[src/rtl/cache_sram_loader_if.sv]
// Element-stream and SRAM-write bundle for cache_sram_loader.
// The master drives the load command and element stream; the slave (the loader) drives the SRAM side.
interface cache_sram_loader_if #(
    parameter int ELEMENT_WIDTH      = 32,
    parameter int ELEMENTS_PER_BLOCK = 4,
    parameter int LG_DEPTH           = 6
);
    localparam int BW = ELEMENT_WIDTH * ELEMENTS_PER_BLOCK;

    logic                     io_start;
    logic [LG_DEPTH-1:0]      io_base_addr;
    logic [LG_DEPTH:0]        io_num_blocks;
    logic                     io_abort;
    logic                     io_elem_valid;
    logic [ELEMENT_WIDTH-1:0] io_elem_data;
    logic                     io_elem_ready;
    logic [LG_DEPTH-1:0]      io_sram_addr;
    logic [BW-1:0]            io_sram_din;
    logic                     io_sram_we;
    logic                     io_busy;
    logic                     io_done;

    modport master (
        output io_start, io_base_addr, io_num_blocks, io_abort,
        output io_elem_valid, io_elem_data,
        input  io_elem_ready, io_sram_addr, io_sram_din, io_sram_we,
        input  io_busy, io_done
    );

    modport slave (
        input  io_start, io_base_addr, io_num_blocks, io_abort,
        input  io_elem_valid, io_elem_data,
        output io_elem_ready, io_sram_addr, io_sram_din, io_sram_we,
        output io_busy, io_done
    );
endinterface

[src/rtl/cache_sram_loader.sv]
// Packs a stream of elements into SRAM-word blocks and writes them to consecutive
// (wrapping) addresses, one write cycle per block, with abort and completion pulse.
module cache_sram_loader #(
    parameter int ELEMENT_WIDTH      = 32,
    parameter int ELEMENTS_PER_BLOCK = 4,
    parameter int DEPTH              = 64,
    parameter int LG_DEPTH           = 6
) (
    input  logic                 clk,
    input  logic                 reset_n,
    cache_sram_loader_if.slave   bus
);
    localparam int BW    = ELEMENT_WIDTH * ELEMENTS_PER_BLOCK;
    localparam int IDX_W = (ELEMENTS_PER_BLOCK > 1) ? $clog2(ELEMENTS_PER_BLOCK) : 1;

    localparam logic [LG_DEPTH:0]   MAX_COUNT = (LG_DEPTH+1)'(DEPTH);
    localparam logic [LG_DEPTH-1:0] LAST_ADDR = LG_DEPTH'(DEPTH - 1);
    localparam logic [IDX_W-1:0]    LAST_IDX  = IDX_W'(ELEMENTS_PER_BLOCK - 1);

    typedef enum logic [1:0] {
        S_IDLE,
        S_FILL,
        S_WRITE,
        S_DONE
    } state_t;

    state_t              r_state;
    logic [LG_DEPTH-1:0] r_addr;
    logic [LG_DEPTH:0]   r_count;
    logic [IDX_W-1:0]    r_idx;
    logic [BW-1:0]       r_pack;
    logic [LG_DEPTH-1:0] r_sram_addr;
    logic [BW-1:0]       r_sram_din;

    logic [BW-1:0]       w_block;
    logic [LG_DEPTH:0]   w_count_sat;
    logic [LG_DEPTH-1:0] w_addr_next;

    // Partial block with the element currently on the bus merged into its slot.
    // NOTE: every always_comb output gets a default first so no latch can be inferred.
    always_comb begin
        w_block = r_pack;
        w_block[r_idx*ELEMENT_WIDTH +: ELEMENT_WIDTH] = bus.io_elem_data;
    end

    assign w_count_sat = (bus.io_num_blocks > MAX_COUNT) ? MAX_COUNT : bus.io_num_blocks;
    assign w_addr_next = (r_addr == LAST_ADDR) ? '0 : r_addr + LG_DEPTH'(1);

    // NOTE: sequential state uses non-blocking assignments only, so every register
    // sees the pre-edge values of the others regardless of statement order.
    always_ff @(posedge clk or negedge reset_n) begin
        if (!reset_n) begin
            r_state     <= S_IDLE;
            r_addr      <= '0;
            r_count     <= '0;
            r_idx       <= '0;
            r_pack      <= '0;
            r_sram_addr <= '0;
            r_sram_din  <= '0;
        end else begin
            case (r_state)
                S_IDLE: begin
                    if (bus.io_start) begin
                        r_addr  <= bus.io_base_addr;
                        r_count <= w_count_sat;
                        r_idx   <= '0;
                        r_state <= (w_count_sat == '0) ? S_DONE : S_FILL;
                    end
                end
                S_FILL: begin
                    if (bus.io_abort) begin
                        r_idx   <= '0;
                        r_state <= S_IDLE;
                    end else if (bus.io_elem_valid) begin
                        if (r_idx == LAST_IDX) begin
                            r_sram_din  <= w_block;
                            r_sram_addr <= r_addr;
                            r_idx       <= '0;
                            r_state     <= S_WRITE;
                        end else begin
                            r_pack <= w_block;
                            r_idx  <= r_idx + IDX_W'(1);
                        end
                    end
                end
                S_WRITE: begin
                    if (bus.io_abort) begin
                        r_state <= S_IDLE;
                    end else begin
                        r_addr  <= w_addr_next;
                        r_count <= r_count - (LG_DEPTH+1)'(1);
                        r_state <= (r_count == (LG_DEPTH+1)'(1)) ? S_DONE : S_FILL;
                    end
                end
                default: r_state <= S_IDLE;
            endcase
        end
    end

    // Abort must be able to kill the write in the very cycle it is raised.
    assign bus.io_sram_we    = (r_state == S_WRITE) && !bus.io_abort;
    assign bus.io_elem_ready = (r_state == S_FILL);
    assign bus.io_busy       = (r_state == S_FILL) || (r_state == S_WRITE);
    assign bus.io_done       = (r_state == S_DONE);
    assign bus.io_sram_addr  = r_sram_addr;
    assign bus.io_sram_din   = r_sram_din;
endmodule

[src/flat_wrapper.sv]
// flat-port wrapper written by rule: the top's interface ports become plain ports
module cache_sram_loader_flat 
#(
    parameter int ELEMENT_WIDTH      = 32,
    parameter int ELEMENTS_PER_BLOCK = 4,
    parameter int DEPTH              = 64,
    parameter int LG_DEPTH           = 6
)
  (clk, reset_n, bus_io_start, bus_io_base_addr, bus_io_num_blocks, bus_io_abort, bus_io_elem_valid, bus_io_elem_data, bus_io_elem_ready, bus_io_sram_addr, bus_io_sram_din, bus_io_sram_we, bus_io_busy, bus_io_done);
  cache_sram_loader_if #(.ELEMENT_WIDTH(ELEMENT_WIDTH), .ELEMENTS_PER_BLOCK(ELEMENTS_PER_BLOCK), .LG_DEPTH(LG_DEPTH)) bus_i ();
  input  logic clk;
  input  logic reset_n;
  input wire logic [$bits(bus_i.io_start)-1:0] bus_io_start;
  input wire logic [$bits(bus_i.io_base_addr)-1:0] bus_io_base_addr;
  input wire logic [$bits(bus_i.io_num_blocks)-1:0] bus_io_num_blocks;
  input wire logic [$bits(bus_i.io_abort)-1:0] bus_io_abort;
  input wire logic [$bits(bus_i.io_elem_valid)-1:0] bus_io_elem_valid;
  input wire logic [$bits(bus_i.io_elem_data)-1:0] bus_io_elem_data;
  output wire logic [$bits(bus_i.io_elem_ready)-1:0] bus_io_elem_ready;
  output wire logic [$bits(bus_i.io_sram_addr)-1:0] bus_io_sram_addr;
  output wire logic [$bits(bus_i.io_sram_din)-1:0] bus_io_sram_din;
  output wire logic [$bits(bus_i.io_sram_we)-1:0] bus_io_sram_we;
  output wire logic [$bits(bus_i.io_busy)-1:0] bus_io_busy;
  output wire logic [$bits(bus_i.io_done)-1:0] bus_io_done;
  assign bus_i.io_start = bus_io_start;
  assign bus_i.io_base_addr = bus_io_base_addr;
  assign bus_i.io_num_blocks = bus_io_num_blocks;
  assign bus_i.io_abort = bus_io_abort;
  assign bus_i.io_elem_valid = bus_io_elem_valid;
  assign bus_i.io_elem_data = bus_io_elem_data;
  assign bus_io_elem_ready = bus_i.io_elem_ready;
  assign bus_io_sram_addr = bus_i.io_sram_addr;
  assign bus_io_sram_din = bus_i.io_sram_din;
  assign bus_io_sram_we = bus_i.io_sram_we;
  assign bus_io_busy = bus_i.io_busy;
  assign bus_io_done = bus_i.io_done;
  cache_sram_loader #(.ELEMENT_WIDTH(ELEMENT_WIDTH), .ELEMENTS_PER_BLOCK(ELEMENTS_PER_BLOCK), .DEPTH(DEPTH), .LG_DEPTH(LG_DEPTH)) u_core (.clk(clk), .reset_n(reset_n), .bus(bus_i));
endmodule
[config.mk]
export PLATFORM = sky130hd
export DESIGN_NAME = cache_sram_loader_flat
export DESIGN_NICKNAME = d
export VERILOG_FILES = /design/src/rtl/cache_sram_loader_if.sv /design/src/rtl/cache_sram_loader.sv /design/src/flat_wrapper.sv
export SDC_FILE = /design/constraint.sdc
export NUM_CORES = 1
export LEC_CHECK = 0
export CAP_MARGIN = 20
export CORE_ASPECT_RATIO = 1.75
export CORE_MARGIN = 3
export CORE_UTILIZATION = 57
export DETAILED_ROUTE_END_ITERATION = 12
export DONT_BUFFER_PORTS = 1
export HOLD_SLACK_MARGIN = 0.1
export MAX_ROUTING_LAYER = met4
export PLACE_DENSITY = 0.87
export SLEW_MARGIN = 20
export SYNTH_ARGS = -nofsm -noshare
export SYNTH_HDL_FRONTEND = slang
export SYNTH_SLANG_ARGS = --single-unit
[constraint.sdc]
create_clock -name clk -period 2 [get_ports clk]
set_input_delay 0.4 -clock clk [delete_from_list [all_inputs] [get_ports clk]]
set_output_delay 0.4 -clock clk [all_outputs]
set_load 0.02 [all_outputs]
==> results.toml <==
[clock_network]
cts-root-buf = "clkbuf_16"
cts-buffers-inserted = 24
cts_tree = "done"
htreeDepth = 1
insertion_delay_ps = 520
cts.path.max_buffers = 3
clkTransAtPathRegs_ps = 70
clkSinkCount = 279

[logic_synthesis]
synth_edf_count = 0
async_flop_share = 1.00
ys_top_cells_by_area = "dfrtp_1, a22o_1, nor2b_1"
yosys.area.top_type = "dfrtp_1"
synth_commonest_cells = "dfrtp_1, nand2_1, o21ai_0, nor2b_1, a21oi_1"
avgSynthCellArea_um2 = 10.4
yosys_warnings = 0
syn_inst = 1178
synth-seq-area-share = 0.572
synthesis.area_um2 = 12200
ys_seq_elements = 279
yosysMostFrequentCell = "dfrtp_1"
synth_nets = 1241
synth_top_area_share = 0.572
yosysUniqueCellTypes = 51
synth_ff_type = "dfrtp_1"

[critical_path]
cp-start-kind = "flop"
cp.required_ps = 1600
critPathArrivalTime_ps = 1540
startpoint = "u_core.r_state[0]"
crit_path_top_delay_cell = "dfrtp_1"
slowest_delay_ps = 390
cp_max_fo = 3
path_delay_family = "flip-flops"
regToRegSetupSlack_ps = 70
worst-path-buf-inv = 2
critPathKind = "reg2out"
endpoint_kind = "output port"
r2r_start = "u_core.r_idx[0]"
reg2reg_depth = 7
crit_end = "bus_io_sram_we"
worstPathCellList = "inv_1 -> ha_2 -> nor2b_4 -> buf_4"
crit_cells = 4
reg2reg_to = "u_core.r_pack[124]"

[routing]
vias = 8996
wl_per_cell_um = 22.2
wl_um = 32200
viasPerCell = 6.20
first_pass_iters = 5
ant_nets = 0
drtIter0Drc = 587
drc = 0

[timing]
min_period_ps = 1940
skew_ps = 15.2
worst_pin_slew_ps = 558
fin_setup_tns_ps = 0
setup_viol = 0
slew_viol_final = 0
timing.final.ws_setup_ps = 59.6
fin_crit_sh = 0.970
fmax_ghz = 0.515
whs_ps = -432
hold_violations = 279
max_slew_margin = 0.625

[place]
io_buffers = 0
dp_slack_ps = 5.56
post_dp_cell_area_um2 = 12500
hpwl_um = 20100
gp_congestion = 0.810

[pwr]
ir_drop_mv = 0.925
power.leakage_nw = 6.35
power.density_nw_per_um2 = 1050

[die]
initial_utilization = 0.581
die_x_um = 117
die-area_um2 = 23300
core_area_um2 = 21000
die_h_um = 200
rows = 70
ioPinCount = 188

[finish]
drive_above_1_share = 0.0985
layout.nets = 1243
diodes = 0
fin_area_um2 = 13800
synthToLayoutAreaGrowth_pct = 13.3
fill_cells = 1596

[min_path]
hp-class = "in2async"

[global_routing]
grt_max_degree = 280
first_global_vias = 8977
grt_util_all_layers = 0.281
antenna_found_initial = 0
grt_pass1_wl_um = 49700
grt-ovfl-total = 0

[run]
drv_cap = 0

[run_status]
outcome = "finished, violations left"
violations = "negative hold slack"
[kinds of logic (layout without fill, tap and decap cells)]
family,Yosys count,after routing,share of synthesized area
mux,7,7,0.00625
flops,279,279,0.572
fa+ha+maj,13,13,0.0133
simple gates,330,330,0.140
buf+inv,128,148,0.0511
compound gates,421,421,0.217
[layout by cell type, fill, tap and decap left out, drive strengths merged, types with 7 or more instances in the layout]
| master | netlist | layout |
|---|---|---|
| nor2 | 7 | 7 |
| clkbuf | 67 | 33 |
| buf | 53 | 50 |
| dfrtp | 279 | 279 |
| nand2 | 151 | 151 |
| clkinv | 1 | 10 |
| dlygate4sd3 | 0 | 45 |
| inv | 7 | 8 |
| nand3 | 9 | 9 |
| a22o | 128 | 128 |
| ha | 13 | 13 |
| a21oi | 133 | 133 |
| nor2b | 135 | 135 |
| o21ai | 140 | 140 |
[routing by layer]
metal,share of wire,vias up,GRT usage
li1,-,4085,-
met1,0.37,4461,0.334
met2,0.53,362,0.476
met3,0.066,88,0.0421
met4,0.040,0,0.115
met5,0,-,-
[worst register-to-register path, stage by stage (launching register included)]
cell and delay, ps:
dfrtp_2 440, buf_4 150, ha_1 250, nor3b_4 200, buf_4 170, and2_1 240
buf_12 220, a22o_1 180
[state kept, by name, indices dropped and copies added (netlist names)]
register                 count
u_core.r_count               7
u_core.bus.io_sram_din     128
u_core.bus.io_sram_addr      6
u_core.r_pack              128
u_core.r_state               2
u_core.r_idx                 2
u_core.r_addr                6
[report_power, final]
part	internal [W]	leakage, nW	switching (W)	total (W)
clock network	0.00258	0.395	0.00207	0.00464
registers	0.00614	3.84	0.000460	0.00660
logic	0.00144	2.12	0.00181	0.00325
total	0.0102	6.35	0.00434	0.0145
[how the worst min path moves through the flow]
| stage | startpoint | endpoint | slack (ps) | cells after the start |
|---|---|---|---|---|
| floorplan | reset_n | u_core.bus.io_sram_addr[0] | 100 | 0 |
| global placement | reset_n | u_core.bus.io_sram_din[113] | 110 | 0 |
| detailed placement | reset_n | u_core.bus.io_sram_din[111] | 110 | 0 |
| CTS | reset_n | u_core.r_pack[114] | -450 | 0 |
| global route | reset_n | u_core.bus.io_sram_din[84] | -450 | 0 |
| finish | reset_n | u_core.r_pack[83] | -430 | 0 |
[through the flow]
| step | util | hold WS, ps | total power [W] | std cells |
|---|---|---|---|---|
| after floorplan | - | 104 | 0.00875 | 1178 |
| after global placement | 0.593 | 109 | 0.00940 | 1353 |
| after detailed placement | 0.593 | 108 | 0.00953 | 1353 |
| after CTS | 0.652 | -453 | 0.0144 | 1442 |
| after global routing | 0.658 | -452 | 0.0152 | 1450 |
| final | 0.658 | -432 | 0.0145 | 1450 |
[cell type report]
| cell class | count | area, um^2 | area share |
|---|---|---|---|
| Sequential cell | 279 | 6980 | 0.505 |
| Multi-Input combinational cell | 771 | 4660 | 0.337 |
| Timing Repair Buffer | 96 | 1050 | 0.0760 |
| Clock buffer | 32 | 692 | 0.0500 |
| Tap cell | 252 | 315 | 0.0228 |
| Clock inverter | 12 | 95.1 | 0.00688 |
| Inverter | 8 | 30.0 | 0.00217 |
[repair_timing]
item / in CTS / in global routing
buffers inserted: 1 / 6
hold endpoints to repair: 518 / 280
gates resized for setup: 4 / 13
hold buffers: 44 / 1
setup endpoints to repair: 12 / 195
pin swaps: 0 / 2
cloned: 0 / 1
(Power assumes the default switching activity.)
